### src/rtl/alu_operand_stage_if.sv
// Operand-stage bus: decoded instruction in, writeback port, ID/EX outputs.
interface alu_operand_stage_if #(
  parameter int XLEN = 32,
  parameter int AW   = 5
);
  logic            valid_i;
  logic            stall_i;
  logic            flush_i;
  logic [AW-1:0]   rs1_addr_i;
  logic [AW-1:0]   rs2_addr_i;
  logic [XLEN-1:0] imm_i;
  logic            use_imm_i;
  logic [1:0]      alu_op_i;
  logic [AW-1:0]   rd_addr_i;
  logic            rd_we_i;
  logic            wb_we_i;
  logic [AW-1:0]   wb_addr_i;
  logic [XLEN-1:0] wb_data_i;
  logic [XLEN-1:0] data1_o;
  logic [XLEN-1:0] data2_o;
  logic [1:0]      AluOp_o;
  logic [AW-1:0]   rd_addr_o;
  logic            rd_we_o;
  logic            valid_o;

  modport master (
    output valid_i, stall_i, flush_i,
    output rs1_addr_i, rs2_addr_i,
    output imm_i, use_imm_i, alu_op_i,
    output rd_addr_i, rd_we_i,
    output wb_we_i, wb_addr_i, wb_data_i,
    input  data1_o, data2_o, AluOp_o,
    input  rd_addr_o, rd_we_o, valid_o
  );

  modport slave (
    input  valid_i, stall_i, flush_i,
    input  rs1_addr_i, rs2_addr_i,
    input  imm_i, use_imm_i, alu_op_i,
    input  rd_addr_i, rd_we_i,
    input  wb_we_i, wb_addr_i, wb_data_i,
    output data1_o, data2_o, AluOp_o,
    output rd_addr_o, rd_we_o, valid_o
  );
endinterface

### src/rtl/alu_operand_stage.sv
// Operand fetch: 32x32 register file, operand select and ID/EX register.
module alu_operand_stage #(
  parameter int XLEN  = 32,
  parameter int NREGS = 32,
  parameter int AW    = 5
) (
  input logic               clk_i,
  input logic               rst_ni,
  alu_operand_stage_if.slave bus
);

  typedef struct packed {
    logic            valid;
    logic            rd_we;
    logic [AW-1:0]   rd_addr;
    logic [1:0]      alu_op;
    logic [XLEN-1:0] data1;
    logic [XLEN-1:0] data2;
  } id_ex_t;

  logic [XLEN-1:0] regs [1:NREGS-1];
  logic [XLEN-1:0] rs1_val;
  logic [XLEN-1:0] rs2_val;
  logic [XLEN-1:0] op2;
  logic            wb_hit;
  id_ex_t          q;
  id_ex_t          d;

  assign wb_hit = bus.wb_we_i
               && (bus.wb_addr_i != '0);

  always_ff @(posedge clk_i) begin
    if (!rst_ni) begin
      for (int i = 1; i < NREGS; i++)
        regs[i] <= '0;
    end else if (wb_hit) begin
      regs[bus.wb_addr_i] <= bus.wb_data_i;
    end
  end

  // Write-first: a same-cycle writeback is visible to the read.
  always_comb begin
    rs1_val = '0;
    if (bus.rs1_addr_i != '0) begin
      if (wb_hit && bus.wb_addr_i == bus.rs1_addr_i)
        rs1_val = bus.wb_data_i;
      else
        rs1_val = regs[bus.rs1_addr_i];
    end
  end

  always_comb begin
    rs2_val = '0;
    if (bus.rs2_addr_i != '0) begin
      if (wb_hit && bus.wb_addr_i == bus.rs2_addr_i)
        rs2_val = bus.wb_data_i;
      else
        rs2_val = regs[bus.rs2_addr_i];
    end
  end

  assign op2 = bus.use_imm_i ? bus.imm_i
                             : rs2_val;

  always_comb begin
    d = q;
    if (bus.flush_i) begin
      d = '0;
    end else if (!bus.stall_i) begin
      d = '0;
      if (bus.valid_i) begin
        d.valid   = 1'b1;
        d.rd_we   = bus.rd_we_i;
        d.rd_addr = bus.rd_addr_i;
        d.alu_op  = bus.alu_op_i;
        d.data1   = rs1_val;
        d.data2   = op2;
      end
    end
  end

  always_ff @(posedge clk_i) begin
    if (!rst_ni)
      q <= '0;
    else
      q <= d;
  end

  assign bus.data1_o   = q.data1;
  assign bus.data2_o   = q.data2;
  assign bus.AluOp_o   = q.alu_op;
  assign bus.rd_addr_o = q.rd_addr;
  assign bus.rd_we_o   = q.rd_we;
  assign bus.valid_o   = q.valid;

endmodule
### src/flat_wrapper.sv
// flat-port wrapper written by rule: the top's interface ports become plain ports
module alu_operand_stage_flat 
#(
  parameter int XLEN  = 32,
  parameter int NREGS = 32,
  parameter int AW    = 5
)
  (clk_i, rst_ni, bus_valid_i, bus_stall_i, bus_flush_i, bus_rs1_addr_i, bus_rs2_addr_i, bus_imm_i, bus_use_imm_i, bus_alu_op_i, bus_rd_addr_i, bus_rd_we_i, bus_wb_we_i, bus_wb_addr_i, bus_wb_data_i, bus_data1_o, bus_data2_o, bus_AluOp_o, bus_rd_addr_o, bus_rd_we_o, bus_valid_o);
  alu_operand_stage_if #(.XLEN(XLEN), .AW(AW)) bus_i ();
  input logic clk_i;
  input logic rst_ni;
  input wire logic [$bits(bus_i.valid_i)-1:0] bus_valid_i;
  input wire logic [$bits(bus_i.stall_i)-1:0] bus_stall_i;
  input wire logic [$bits(bus_i.flush_i)-1:0] bus_flush_i;
  input wire logic [$bits(bus_i.rs1_addr_i)-1:0] bus_rs1_addr_i;
  input wire logic [$bits(bus_i.rs2_addr_i)-1:0] bus_rs2_addr_i;
  input wire logic [$bits(bus_i.imm_i)-1:0] bus_imm_i;
  input wire logic [$bits(bus_i.use_imm_i)-1:0] bus_use_imm_i;
  input wire logic [$bits(bus_i.alu_op_i)-1:0] bus_alu_op_i;
  input wire logic [$bits(bus_i.rd_addr_i)-1:0] bus_rd_addr_i;
  input wire logic [$bits(bus_i.rd_we_i)-1:0] bus_rd_we_i;
  input wire logic [$bits(bus_i.wb_we_i)-1:0] bus_wb_we_i;
  input wire logic [$bits(bus_i.wb_addr_i)-1:0] bus_wb_addr_i;
  input wire logic [$bits(bus_i.wb_data_i)-1:0] bus_wb_data_i;
  output wire logic [$bits(bus_i.data1_o)-1:0] bus_data1_o;
  output wire logic [$bits(bus_i.data2_o)-1:0] bus_data2_o;
  output wire logic [$bits(bus_i.AluOp_o)-1:0] bus_AluOp_o;
  output wire logic [$bits(bus_i.rd_addr_o)-1:0] bus_rd_addr_o;
  output wire logic [$bits(bus_i.rd_we_o)-1:0] bus_rd_we_o;
  output wire logic [$bits(bus_i.valid_o)-1:0] bus_valid_o;
  assign bus_i.valid_i = bus_valid_i;
  assign bus_i.stall_i = bus_stall_i;
  assign bus_i.flush_i = bus_flush_i;
  assign bus_i.rs1_addr_i = bus_rs1_addr_i;
  assign bus_i.rs2_addr_i = bus_rs2_addr_i;
  assign bus_i.imm_i = bus_imm_i;
  assign bus_i.use_imm_i = bus_use_imm_i;
  assign bus_i.alu_op_i = bus_alu_op_i;
  assign bus_i.rd_addr_i = bus_rd_addr_i;
  assign bus_i.rd_we_i = bus_rd_we_i;
  assign bus_i.wb_we_i = bus_wb_we_i;
  assign bus_i.wb_addr_i = bus_wb_addr_i;
  assign bus_i.wb_data_i = bus_wb_data_i;
  assign bus_data1_o = bus_i.data1_o;
  assign bus_data2_o = bus_i.data2_o;
  assign bus_AluOp_o = bus_i.AluOp_o;
  assign bus_rd_addr_o = bus_i.rd_addr_o;
  assign bus_rd_we_o = bus_i.rd_we_o;
  assign bus_valid_o = bus_i.valid_o;
  alu_operand_stage #(.XLEN(XLEN), .NREGS(NREGS), .AW(AW)) u_core (.clk_i(clk_i), .rst_ni(rst_ni), .bus(bus_i));
endmodule
### config.mk
export PLATFORM = sky130hd
export DESIGN_NAME = alu_operand_stage_flat
export DESIGN_NICKNAME = d
export VERILOG_FILES = /design/src/rtl/alu_operand_stage_if.sv /design/src/rtl/alu_operand_stage.sv /design/src/flat_wrapper.sv
export SDC_FILE = /design/constraint.sdc
export NUM_CORES = 2
export LEC_CHECK = 0
export CORE_MARGIN = 5
export CORE_UTILIZATION = 30
export CTS_BUF_LIST = sky130_fd_sc_hd__clkbuf_8
export DETAILED_ROUTE_END_ITERATION = 16
export PLACE_DENSITY_LB_ADDON = 0.2
export SYNTH_ARGS = -nofsm -noshare
export SYNTH_HDL_FRONTEND = slang
export SYNTH_SLANG_ARGS = --single-unit
### constraint.sdc
create_clock -name clk_i -period 11.4 [get_ports clk_i]
set_input_delay 2.85 -clock clk_i [delete_from_list [all_inputs] [get_ports clk_i]]
set_output_delay 2.85 -clock clk_i [all_outputs]
set_load 0.05 [all_outputs]
# Yosys cells after proc, flatten, opt, wreduce, memory -nomap -nowiden
# Memories as Yosys holds them, arrays and structs flattened.
# Index checks and enable logic that the tools add are counted.
dict set report totals {
  ff_bits 73
  latchBits 0
  mem_bits_rw 992
  rom_bits 0
  output_inout_bits 73
  mem_count 1
}
# name words width read_ports rd_clocked_by_memory_dff write_ports line_no
set memory_table {}
lappend memory_table {u_core.regs 31 32 2 0 31 alu_operand_stage.sv:21} ;# logic [XLEN-1:0] regs [1:NREGS-1];
dict set report op_classes {
  addsub 0
  mul 0
  div 0
  magnitude_cmp 0
  eq_ne 2
  n_shift 0
  mux 13
  n_bitwise 1
  n_reduce_logical 8
}
# cell count
set op_table {}
lappend op_table {{$mux 32} 6}
lappend op_table {{$mux 73} 1}
lappend op_table {{$reduce_or 32->1} 1}
lappend op_table {{$reduce_bool 5->1} 3}
lappend op_table {{$eq 5x5->1} 2}
lappend op_table {{$mux 1} 5}
lappend op_table {{$mux 5} 1}
lappend op_table {{$logic_and 1x1->1} 3}
lappend op_table {{$reduce_or 2->1} 1}
lappend op_table {{$not 1->1} 1}

# Logic depth before layout (Yosys ltp)
dict set report depth {
  ltp_word 7
  ltp_mapped 10
  depth_no_buf 5
}

# Worst setup path before layout
# OpenSTA, ideal clock, no wires.
dict set report synth_path {
  path_kind {input to register}
  from {input port bus_wb_addr_i[2]}
  to {memory u_core.regs[11][0] (enable)}
  setup_time_ns 0.466
  arrival_time_ns 5.932
  t_required_ns 10.934
  slack_ns 5.003
  stages 4
  n_path_buf 2
  cell_sequence {buf_4 -> or3b_2 -> clkbuf_1 -> o21ai_0}
}
# element line_no
set synth_lines {}
lappend synth_lines {{start: declaration} flat_wrapper.sv:23} ;# input wire logic [$bits(bus_i.wb_addr_i)-1:0] bus_wb_addr_i;
lappend synth_lines {{end: declaration} alu_operand_stage.sv:21}

# Worst setup path after layout
dict set report layout_path {
  from {input port bus_rs1_addr_i[2]}
  to {register u_core.q, in the netlist u_core.bus.data1_o[1]}
}
dict set report layout_via {
  elab_chain_cells 5
  word_cells_on_any_way 7
}
# element line_no
set layout_rtl {}
lappend layout_rtl {{start: declaration} flat_wrapper.sv:15} ;# input wire logic [$bits(bus_i.rs1_addr_i)-1:0] bus_rs1_addr_i;
lappend layout_rtl {{branches (longest 3 deep; another with $mem_v2 31x32)} -}
lappend layout_rtl {{$mux 32 (*)} alu_operand_stage.sv:44} ;# if (bus.rs1_addr_i != '0) begin
lappend layout_rtl {{$mux 73 (*)} alu_operand_stage.sv:71} ;# if (bus.valid_i) begin
lappend layout_rtl {{end signal: assignment} alu_operand_stage.sv:84} ;# q <= '0;
lappend layout_rtl {{end signal: assignment} alu_operand_stage.sv:86} ;# q <= d;
lappend layout_rtl {{end: declaration} alu_operand_stage.sv:26} ;# id_ex_t q;
# Mark *: on every way between the ends.
# A chain may end at the register's enable or synchronous reset.

==> metrics.log <==
INFO  metric final_hold_viol_count = 0
INFO  metric achievable-frequency = between 150 and 200 MHz
INFO  metric gr-total-overflow = 0
INFO  metric global_route_total_usage_across_every_layer = about a quarter
INFO  metric detailedRoute.firstIterationViolations = 6099
INFO  metric route.detailed.drc = 0
INFO  metric fp.dieArea = between 200000 and 250000 um^2
INFO  metric postRouteAntennaNets = 0
INFO  metric ios = roughly 170
INFO  metric port-buffer-count = between 150 and 200
INFO  metric cts-buffers-inserted = approximately 200
INFO  metric core_region_area = approximately 190000 um^2
INFO  metric syn-cell-area = 57600 um^2
INFO  metric finalCritPeriodShare = 56.4%
INFO  metric fin_skew = about 44 ps
INFO  metric synth_enable_flop_cells = about 1000
INFO  metric report.final.slew_viol_count = 13
INFO  metric dp_hpwl = 160000 um
INFO  metric syn-instance-count = 3941
INFO  metric cts_buffer_depth = 3
INFO  metric die_width = 448 um
INFO  metric setup_tns = 0 ps
INFO  metric cts_resized = 0
INFO  metric failed_checks = max-capacitance violations, max-slew violations
INFO  metric area_growth = 15.1%
INFO  metric finalCriticalPeriod = around 6400 ps
INFO  metric ys_async_sr_fraction = 0%
INFO  metric postCtsHoldBufs = 0
INFO  metric critical_path_peak_fanout = 53
INFO  metric clk-insertion-delay-late = 960 ps
INFO  metric starting_density_of_the_core = 30.2%
INFO  metric numPlacedInstances = approximately 6400
INFO  metric multi_input_logic_area = around 24000 um^2
INFO  metric clk_transition_reported_paths = approximately 60 ps
INFO  metric cts_num_sinks = roughly 1100
INFO  metric timing.critical_path.required = about 12000 ps
INFO  metric routedWlPerCell = between 30 and 40 um
INFO  metric num-fill-cells = 18400
INFO  metric setup-violations-final = 0
INFO  metric regArea = approximately 32000 um^2
INFO  metric initial_antenna_violation_count = 39
INFO  metric routabilityCongestion = 0.874
INFO  metric rows = between 150 and 200
INFO  metric ys_seq_elements = 1097
INFO  metric syn-mean-instance-area = ~15 um^2
INFO  metric wl = between 200000 and 300000 um
INFO  metric synth_largest_area_cell = edfxtp_1
INFO  metric synth_flop_cell = edfxtp_1
INFO  metric vdd_ir_max = 123 uV
INFO  metric cp-start-kind = primary input
INFO  metric tightest_slew = 1520 ps
INFO  metric number_of_warning_messages_in_the_yosys_log = 0
INFO  metric cts_setup_buffers = 0
INFO  metric outcome = finished with violations
INFO  metric cap_viol_max_count = 1
INFO  metric cts_tree = done
INFO  metric drt-pass1-iter-count = 8
INFO  metric total_leakage_power = 22.6 nW
INFO  metric die-height = between 400 and 500 um
INFO  metric worst-setup-path-type = in2reg
INFO  metric first_global_vias = about 39000
INFO  metric min-delay-path-class = reg2reg
INFO  metric timing.max_slew.rel_slack = -1.71%
INFO  metric via_per_inst = between 5 and 6
INFO  metric root_buffer = clkbuf_8
INFO  metric grt_max_degree = between 80 and 90
INFO  metric power_density_relative_to_cell_area = about 150 nW/um^2
INFO  metric synth_top_cells_by_area = edfxtp_1 53%, mux4_2 16%, and2_1 11%
INFO  metric synth.distinct_cells = 65
INFO  metric ys_seq_area_share = approximately 56%
INFO  metric cts.htree.levels = 4
INFO  metric wire_length_of_the_first_global_routing_pass = 352000 um
INFO  metric critPathCaptureType = flip-flop
INFO  metric yosysTopAreaCellShare = between 50% and 60%
INFO  metric postLayoutCoreUtil = roughly a third
INFO  metric vias = 40100
INFO  metric worst_ep_arrival_time = about 7300 ps
INFO  metric stdcell_count = about 6800
INFO  metric rsz_0062_raised_after_global_routing = no
INFO  metric final_net_count = ~4200
INFO  metric post_route_cells_drive_above_1_share = 23.4%
cell type report:
| type | instances | area share (%) |
|---|---|---|
| Multi-Input combinational cell | 2448 | 36.4 |
| Timing Repair Buffer | 317 | 4.21 |
| Antenna cell | 23 | 0.0869 |
| Clock buffer | 227 | 4.71 |
| Sequential cell | 1097 | 48.6 |
| Clock inverter | 135 | 1.26 |
| Inverter | 4 | 0.0227 |
| Tap cell | 2511 | 4.74 |
flip-flops by register name (all words and copies together), names as in the netlist:
| signal | cells |
|---|---|
| u_core.bus.valid_o | 1 |
| u_core.bus.rd_we_o | 1 |
| u_core.bus.AluOp_o | 2 |
| u_core.regs | 1024 |
| u_core.bus.rd_addr_o | 5 |
| u_core.bus.data1_o | 32 |
| u_core.bus.data2_o | 32 |
layer usage:
metal	vias up	GRT usage, %	share of wire [%]
met4	4	11.8	5.1
met1	21200	34.5	40
met5	-	0	0.011
met2	2668	39.9	45
met3	583	5.73	9.8
li1	15600	-	-
report_power, final:
part	total, W	leakage, nW	switching, W	internal [W]
Sequential	0.00476	10.3	0.000139	0.00462
Combinational	0.00121	10.0	0.000763	0.000449
Clock	0.00383	2.28	0.00183	0.00200
Yosys cell counts (10+ instances only):
| master | n |
|---|---|
| edfxtp_1 | 1024 |
| and2_1 | 997 |
| mux4_2 | 415 |
| clkbuf_1 | 276 |
| mux2i_1 | 226 |
| o22ai_1 | 86 |
| dfxtp_1 | 73 |
| buf_2 | 66 |
| a21oi_1 | 65 |
| o221ai_1 | 64 |
| nor2_1 | 61 |
| a22oi_1 | 56 |
| buf_4 | 50 |
| o21ai_0 | 47 |
| mux2_2 | 45 |
| a22o_1 | 42 |
| a211oi_1 | 37 |
| nand2_1 | 32 |
| nor3_1 | 29 |
| nand3_1 | 24 |
| buf_6 | 20 |
| a221o_1 | 16 |
| a222oi_1 | 15 |
| a211o_1 | 13 |
| buf_1 | 11 |
| nand4_1 | 10 |
| nor2b_1 | 10 |
| xnor2_1 | 10 |
critical path, cell delays in order:
cell and delay, ps:
buf_6 490, buf_4 860, nand3b_2 1000, o22ai_1 560
o22ai_1 130, a2111oi_0 1010, a221o_1 220
cell usage in the layout, fill, tap and decap left out, drive strengths merged, types with 47 or more instances in the layout:
cell type	n
clkinv	51
nor2	61
buf	168
mux2i	226
dfxtp	73
o22ai	86
o221ai	64
mux4	415
clkdlybuf4s50	148
o21ai	47
clkbuf	228
edfxtp	1024
inv	78
and2	998
a22oi	56
a21oi	65
stage by stage:
step | area [um^2] | total power, W | setup slack [ps] | hold WS [ps]
after floorplan | 57700 | 0.00547 | 5000 | 746
after global placement | 62300 | 0.00602 | 4150 | 466
after detailed placement | 62300 | 0.00602 | 4200 | 477
after CTS | 66200 | 0.00982 | 5260 | 492
after global routing | 66200 | 0.0101 | 5200 | 499
final | 66300 | 0.00980 | 4970 | 490
logic make-up after synthesis:
kind of cell | share of synthesized area (%)
other cells | 0.00652
buf+inv | 3.52
compound gates | 6.59
mux | 21.1
flops | 56.0
simple gates | 12.7
xor+xnor | 0.152
final timing paths:
path                                            start                             endpoint  slack (ps)  depth (start not counted)
setup reg to reg    u_core.regs[23][19]$_SDFFCE_PN0P_  u_core.bus.data1_o[19]$_SDFFE_PP0N_        8980                          5
setup / recovery                    bus_rs1_addr_i[2]   u_core.bus.data1_o[1]$_SDFFE_PP0N_        4970                          7
hold / removal    u_core.bus.data1_o[24]$_SDFFE_PP0N_  u_core.bus.data1_o[24]$_SDFFE_PP0N_         490                          1
hold reg to reg   u_core.bus.data1_o[24]$_SDFFE_PP0N_  u_core.bus.data1_o[24]$_SDFFE_PP0N_         490                          1
(Power assumes the default switching activity.)
